==> src/rtl/pc_seq_pkg.sv <==
// Shared constants for the 2-bit computer control sequencer: state encoding,
// default program counter width and wait counter width.
package pc_seq_pkg;

  localparam logic [1:0] S_IDLE  = 2'b00;
  localparam logic [1:0] S_FETCH = 2'b01;
  localparam logic [1:0] S_EXEC  = 2'b10;
  localparam logic [1:0] S_FAULT = 2'b11;

  localparam int PC_W_DEFAULT = 2;
  localparam int WAIT_W       = 4;

endpackage

==> src/rtl/pc_sequencer_pc_reg.sv <==
// Program counter register: synchronous reset, parallel load, increment with
// natural wrap-around modulo 2^PC_W. Load has priority over increment.
module pc_reg
  import pc_seq_pkg::*;
#(
  parameter int PC_W = PC_W_DEFAULT
) (
  input  logic            CLK,
  input  logic            Reset,
  input  logic            load,
  input  logic [PC_W-1:0] load_val,
  input  logic            inc,
  output logic [PC_W-1:0] q
);

  // NOTE: sequential state is written with <= so every flop samples the
  // pre-edge values of its neighbours, independent of statement order.
  always_ff @(posedge CLK) begin
    if (Reset) begin
      q <= '0;
    end else if (load) begin
      q <= load_val;
    end else if (inc) begin
      q <= q + PC_W'(1);
    end
  end

endmodule

==> src/rtl/pc_sequencer.sv <==
// Fetch/execute sequencer for the 2-bit computer: owns the PC, runs the
// Mem_Req/Mem_Ack fetch handshake and strobes Exec_En. Optional breakpoint
// logic is enabled with the macro PC_SEQ_BREAKPOINT_EN.
module pc_sequencer
  import pc_seq_pkg::*;
#(
  parameter int PC_W     = PC_W_DEFAULT,
  parameter int MAX_WAIT = 3
) (
  input  logic            CLK,
  input  logic            Reset,
  input  logic            Run,
  input  logic            Step,
  input  logic            Jump,
  input  logic [PC_W-1:0] Jump_Addr,
  input  logic            Mem_Ack,
`ifdef PC_SEQ_BREAKPOINT_EN
  input  logic [PC_W-1:0] Bp_Addr,
  input  logic            Bp_Valid,
  output logic            Bp_Hit,
`endif
  output logic            Mem_Req,
  output logic [PC_W-1:0] PC,
  output logic            Exec_En,
  output logic            Busy,
  output logic            Fault
);

  localparam logic [WAIT_W-1:0] WAIT_LAST = WAIT_W'(MAX_WAIT - 1);

  logic [1:0]        state, state_nxt;
  logic [WAIT_W-1:0] wait_cnt, wait_nxt;
  logic              step_mode, step_nxt;
  logic              pc_load, pc_inc;
  logic              run_ok;

`ifdef PC_SEQ_BREAKPOINT_EN
  logic              bp_lock, bp_lock_nxt;
  logic              bp_hit_nxt;
  logic [PC_W-1:0]   next_pc;

  assign next_pc = Jump ? Jump_Addr : PC + PC_W'(1);
  // After a breakpoint, Run must be released once before free-run resumes.
  assign run_ok  = Run && !bp_lock;
`else
  assign run_ok  = Run;
`endif

  // NOTE: every signal assigned in this block gets a default first, so no
  // path through the case can leave one unassigned and infer a latch.
  always_comb begin
    state_nxt = state;
    wait_nxt  = wait_cnt;
    step_nxt  = step_mode;
    pc_load   = 1'b0;
    pc_inc    = 1'b0;
`ifdef PC_SEQ_BREAKPOINT_EN
    bp_lock_nxt = bp_lock;
    bp_hit_nxt  = 1'b0;
`endif

    case (state)
      S_IDLE: begin
`ifdef PC_SEQ_BREAKPOINT_EN
        if (bp_lock && !Run) bp_lock_nxt = 1'b0;
`endif
        if (run_ok) begin
          state_nxt = S_FETCH;
          step_nxt  = 1'b0;
        end else if (Step) begin
          state_nxt = S_FETCH;
          step_nxt  = 1'b1;
        end
      end

      S_FETCH: begin
        // An ack on the last permitted wait cycle still wins over the fault.
        if (Mem_Ack) begin
          state_nxt = S_EXEC;
          wait_nxt  = '0;
        end else if (wait_cnt == WAIT_LAST) begin
          state_nxt = S_FAULT;
          wait_nxt  = '0;
        end else begin
          wait_nxt  = wait_cnt + WAIT_W'(1);
        end
      end

      S_EXEC: begin
        pc_load = Jump;
        pc_inc  = !Jump;
        if (step_mode || !Run) begin
          state_nxt = S_IDLE;
        end else begin
          state_nxt = S_FETCH;
        end
`ifdef PC_SEQ_BREAKPOINT_EN
        if (Bp_Valid && (next_pc == Bp_Addr)) begin
          state_nxt   = S_IDLE;
          bp_hit_nxt  = 1'b1;
          bp_lock_nxt = 1'b1;
        end
`endif
      end

      S_FAULT: begin
        state_nxt = S_FAULT;
      end

      default: begin
        state_nxt = S_IDLE;
      end
    endcase
  end

  always_ff @(posedge CLK) begin
    if (Reset) begin
      state     <= S_IDLE;
      wait_cnt  <= '0;
      step_mode <= 1'b0;
    end else begin
      state     <= state_nxt;
      wait_cnt  <= wait_nxt;
      step_mode <= step_nxt;
    end
  end

`ifdef PC_SEQ_BREAKPOINT_EN
  always_ff @(posedge CLK) begin
    if (Reset) begin
      bp_lock <= 1'b0;
      Bp_Hit  <= 1'b0;
    end else begin
      bp_lock <= bp_lock_nxt;
      Bp_Hit  <= bp_hit_nxt;
    end
  end
`endif

  pc_reg #(.PC_W(PC_W)) u_pc_reg (
    .CLK      (CLK),
    .Reset    (Reset),
    .load     (pc_load),
    .load_val (Jump_Addr),
    .inc      (pc_inc),
    .q        (PC)
  );

  assign Mem_Req = (state == S_FETCH);
  assign Exec_En = (state == S_EXEC);
  assign Busy    = (state == S_FETCH) || (state == S_EXEC);
  assign Fault   = (state == S_FAULT);

endmodule

==> config.mk <==
export PLATFORM = sky130hd
export DESIGN_NAME = pc_sequencer
export DESIGN_NICKNAME = d
export VERILOG_FILES = /design/src/rtl/pc_seq_pkg.sv /design/src/rtl/pc_sequencer_pc_reg.sv /design/src/rtl/pc_sequencer.sv
export SDC_FILE = /design/constraint.sdc
export NUM_CORES = 1
export LEC_CHECK = 0
export ABC_AREA = 1
export CORE_AREA = 5 5 42 44
export CTS_BUF_LIST = sky130_fd_sc_hd__clkbuf_16
export DETAILED_ROUTE_END_ITERATION = 8
export DIE_AREA = 0 0 47 49
export PLACE_DENSITY = 0.75
export SLEW_MARGIN = 10
export SYNTH_ARGS = -nofsm -noshare
export SYNTH_HDL_FRONTEND = slang
export SYNTH_SLANG_ARGS = --single-unit
==> constraint.sdc <==
create_clock -name CLK -period 1.5 [get_ports CLK]
set_input_delay 0.3 -clock CLK [delete_from_list [all_inputs] [get_ports CLK]]
set_output_delay 0.3 -clock CLK [all_outputs]
set_load 0.005 [all_outputs]
Word level (Yosys, flattened, before mapping)
Index checks and enable logic that the tools add are counted.
{"block": "totals", "register_bits": 9, "inputBits": 8, "output_inout_bits": 6, "elab_cells": 35}
{"block": "op_classes", "n_addsub": 2, "eq_ne": 6, "muxes": 14, "reduce_logical": 9}
{"op": "$mux W2", "n": 6}
{"op": "$mux W4", "n": 2}
{"op": "$pmux W2 S4", "n": 1}
{"op": "$mux W1", "n": 5}
{"op": "$add A4 B1 Y4 const B", "n": 1}
{"op": "$eq A2 B2 Y1 const B", "n": 2}
{"op": "$eq A4 B2 Y1 const B", "n": 1}
{"op": "$reduce_and A2 Y1", "n": 2}
{"op": "$reduce_bool A2 Y1", "n": 2}
{"op": "$ne A3 B2 Y1 const B", "n": 1}
{"op": "$ne A3 B3 Y1 const B", "n": 1}
{"op": "$add A2 B1 Y2 const B", "n": 1}
{"op": "$eq A2 B1 Y1 const B", "n": 1}
{"op": "$logic_not A1 Y1", "n": 2}
{"op": "$logic_not A2 Y1", "n": 1}
{"op": "$logic_or A1 B1 Y1", "n": 2}

Depth between registers and ports, before layout
{"block": "depth", "ltp_word": 4, "mapped_depth": 9, "depth_no_buf": 9}

Modules after synthesis
Synthesis repeated with hierarchy kept, for this count alone.
{"block": "unflattened", "hier_cells": 84, "area_unflattened_um2": 565.5}
{"mod": "pc_sequencer", "n_inst": 1, "cells_each": 62, "area_each_um2": 446.7, "seq_area_each_um2": 140.1}
{"mod": "pc_reg", "n_inst": 1, "cells_each": 22, "area_each_um2": 118.9, "seq_area_each_um2": 40.0}

Worst setup path after synthesis
No wires, ideal clock.
{"block": "synth_timing", "kind": "reg-to-reg", "startpoint": "register state[1]", "endpoint": "register state[1]", "setup_time_ns": 0.114, "t_arrival_ns": 1.056, "required_ns": 1.386, "setup_slack_ns": 0.330, "path_stages_with_launch": 9, "synth_period_minus_slack_ns": 1.170, "path_cell_list": "dfxtp_1 inv_1 ha_1 nand2_1 inv_1 nand2_2 nand2_2 nor2_1 nor2_2"}
{"block": "synth_via", "elab_chain_len": 3, "word_cells_on_any_way": 8}
{"element": "from (decl)", "line": "pc_sequencer.sv:31", "text": "logic [1:0] state, state_nxt;"}
{"element": "from (signal assigned)", "line": "pc_sequencer.sv:122", "text": "state <= state_nxt;"}
{"element": "$eq A2 B1 Y1 *"}
{"element": "named net Mem_Req", "line": "pc_sequencer.sv:22", "text": "output logic Mem_Req,"}
{"element": "$ne A3 B2 Y1 (no line)"}
{"element": "$reduce_and A2 Y1 (no line)"}
The timed path passes the listed nets; every way through them passes the cells marked *.
A chain may end at the register's enable or synchronous reset.

Final worst setup path
{"block": "layout_timing", "startpoint": "register state[1]", "endpoint": "output port Busy"}
{"block": "layout_via", "elab_chain_len": 2, "word_cells_on_any_way": 3}
{"element": "$eq A2 B1 Y1 / $eq A2 B2 Y1 (equally long branches)", "line": "pc_sequencer.sv:151", "text": "assign Busy = (state == S_FETCH) || (state == S_EXEC);"}
{"element": "$logic_or A1 B1 Y1 *", "line": "pc_sequencer.sv:151"}
{"element": "to (decl)", "line": "pc_sequencer.sv:25", "text": "output logic Busy,"}
Every way passes the cells marked *; elsewhere a longest branch is shown, timed or not.

==> results.yml <==
global_route:
  gr-usage-met3_pct: 5.54
  antenna_found_initial: 0
  top_usage_layer: "met2"
  met2_usage_pct: 20.8
  grt_max_degree: 7
  grt_pass1_vias: 536
  grt-ovfl-total: 0
  track_usage_pct: 12.3
  grt_pass1_wl_um: 2070
  globalRouteMet1Util_pct: 13.5
sta:
  clock_skew_ps: 1.02
  slew_headroom_pct: 85.1
  rsz0062_at_grt: "false"
  period_needed_ps: 1450
  tns_ps: 0
  max_freq_ghz: 0.688
  hold_viol_final: 0
  finalSetupViolCount: 0
  worst_pin_slew_ps: 223
  finalMaxSlewViolations: 0
  final.period_utilization_pct: 96.8
logic_synthesis:
  yosysWarnings: 0
  syn_area_per_cell_um2: 6.89
  yosysTopAreaCellShare_pct: 33.1
  synth_seq_cells: 9
  synth_cell_types: 15
  async_flop_share_pct: 0
  synth-edff-count: 0
  yosysMostFrequentCell: "nand2_1"
  synth.largest_area_cell: "dfxtp_1"
  synth_ff_type: "dfxtp_1"
  ys_top_cells_by_area: "dfxtp_1 (33%), ha_1 (16%), nand2_1 (13%), inv_1 (9.0%), nor2_1 (6.9%)"
  synthCells: 79
  ys_seq_area_share_pct: 33.1
  syn_area_um2: 544
  ys_top_cells_by_count: "nand2_1 (19), inv_1 (13), nor2_1 (10), dfxtp_1 (9), ha_1 (7)"
  synth_nets: 94
setup_path:
  reg2reg_depth: 9
  crit_fanout: 3
  critPathArrivalTime_ps: 1150
  end_kind: "output port"
  r2r_start: "state[0]$_SDFFE_PP0P_"
  critPathLaunchType: "flip-flop"
  crit_type: "flip-flop to output port"
  r2r_slack_ps: 160
  required_ps: 1200
  r2r_end: "state[1]$_SDFFE_PP0P_"
run:
  drv_cap: 0
final_layout:
  post-route-util_pct: 57.7
  nNetsFinal: 117
  syn_to_final_growth_pct: 48.5
  drive_gt1_share_pct: 15.8
  fin_cells: 117
  fin_area_um2: 808
  fillerInstances: 123
  n_antenna_cell: 0
die:
  initial_core_util_pct: 38.8
  die_w_um: 47
  dieHeight_um: 49
  row_count: 14
  core_area_um2: 1400
  dieArea_um2: 2300
  io_pins: 14
placement:
  portBuffers: 13
  gp_congestion: 0.770
  dpl.cell_count: 113
  hpwl_um: 902
  place_area_um2: 732
detailed_routing:
  antenna_left: 0
  avgViaCountPerCell: 4.46
  drc_errors: 0
  drt_wl_total_um: 1160
  num_vias: 522
  detailedRoute.firstPassIterationCount: 4
  drtIter0Drc: 3
  wire_per_inst_um: 9.95
pwr:
  total_power_mw: 1.22
  ir_worst_vdd_mv: 1.00
  leakagePower_nw: 0.420
  power.density_nw_per_um2: 1510
clock_network:
  cts_setup_buffers: 0
  cts-htree-levels: 1
  clk_pin_slew_ps: 40
  cts_tree: "built"
  cts-root-buf: "clkbuf_16"
  clock_latency_ps: 230
  cts_sinks: 9
  cts_hold_buf: 0
  cts.path.max_buffers: 2
  numCtsBuffers: 3
worst_hold_path:
  whs_path_depth: 2
  min_from: "wait_cnt[3]$_SDFFE_PP0N_"
  worstHoldPathType: "flip-flop to flip-flop"
  min_to: "wait_cnt[3]$_SDFFE_PP0N_"
outcome:
  status: "finished clean"
==> layout make-up <==
class	instances	area [um^2]	share of cell area [%]
clock buffers	3	75.1	9.29
repair buffers	18	163	20.1
flip-flops and latches	9	183	22.6
well taps	16	20.0	2.48
multi-input cells	56	312	38.5
clock inverters	1	3.75	0.464
inverters	14	52.6	6.50
==> power by group <==
| part | internal [mW] | leakage, nW | switching [mW] |
|---|---|---|---|
| Sequential | 0.287 | 0.0741 | 0.0319 |
| Clock | 0.348 | 0.0423 | 0.112 |
| Combinational | 0.222 | 0.304 | 0.218 |
| Total | 0.857 | 0.420 | 0.362 |
==> cells by family (layout without fill, tap and decap cells) <==
| kind of cell | count (synthesis) | in the layout | share of synthesized area, % |
|---|---|---|---|
| flip-flops | 9 | 9 | 33.1 |
| adder cells (fa/ha/maj) | 7 | 7 | 16.1 |
| AND/OR/NAND/NOR | 37 | 37 | 29.0 |
| XOR/XNOR | 1 | 1 | 1.61 |
| AO/OA/AOI/OAI | 11 | 11 | 10.6 |
| buffers and inverters | 14 | 36 | 9.66 |
==> worst max-delay path, cell delays in order (launching register included) <==
cell and delay, ps:
dfxtp_2 320, inv_1 70, ha_1 270, dlygate4sd2_1 260
==> per-layer routing <==
| layer | share of wire (%) | vias up |
|---|---|---|
| met4 | 0.86 | 0 |
| met5 | 0 | - |
| met1 | 42 | 220 |
| met2 | 52 | 11 |
| li1 | - | 289 |
| met3 | 4.5 | 2 |
==> repair_timing <==
action | CTS | global route
setup endpoints to repair | 4 | 1
pin swaps | 0 | 0
gates resized for setup | 6 | 1
==> how the worst max path moves through the flow <==
stage	start	slack (ps)	to	depth (start not counted)
finish	state[1]$_SDFFE_PP0P_	50	Busy	3
global route	state[0]$_SDFFE_PP0P_	3	Busy	3
CTS	state[0]$_SDFFE_PP0P_	10	Busy	3
detailed placement	state[1]$_SDFFE_PP0P_	10	Busy	3
global placement	state[0]$_SDFFE_PP0P_	60	Busy	3
floorplan	state[1]$_SDFFE_PP0P_	330	state[1]$_SDFFE_PP0P_	8
==> registers in the layout, indices dropped and copies added (netlist names) <==
| name | count |
|---|---|
| step_mode | 1 |
| u_pc_reg.q | 2 |
| state | 2 |
| wait_cnt | 4 |
==> layout by cell type, fill, tap and decap left out <==
cell type         n
nand3_1           2
o21ai_0           4
nand4_1           1
dfxtp_2           2
nand2_1          19
nand2_2           2
nand3b_1          1
ha_1              7
a21oi_1           6
clkdlybuf4s50_1   9
buf_4             5
nor2_2            2
inv_1            13
clkbuf_16         3
inv_2             2
dfxtp_1           7
a211oi_1          1
dlygate4sd2_1     4
xor2_1            1
nor2_1           10
==> stage by stage <==
| step | worst slack (ps) | hold slack [ps] |
|---|---|---|
| after global placement | 55.3 | 491 |
| final | 47.3 | 510 |
| after floorplan | 330 | 369 |
| after CTS | 14.0 | 513 |
| after global routing | 2.79 | 541 |
| after detailed placement | 9.90 | 505 |
No activity file was read; power rests on OpenSTA's default activity.
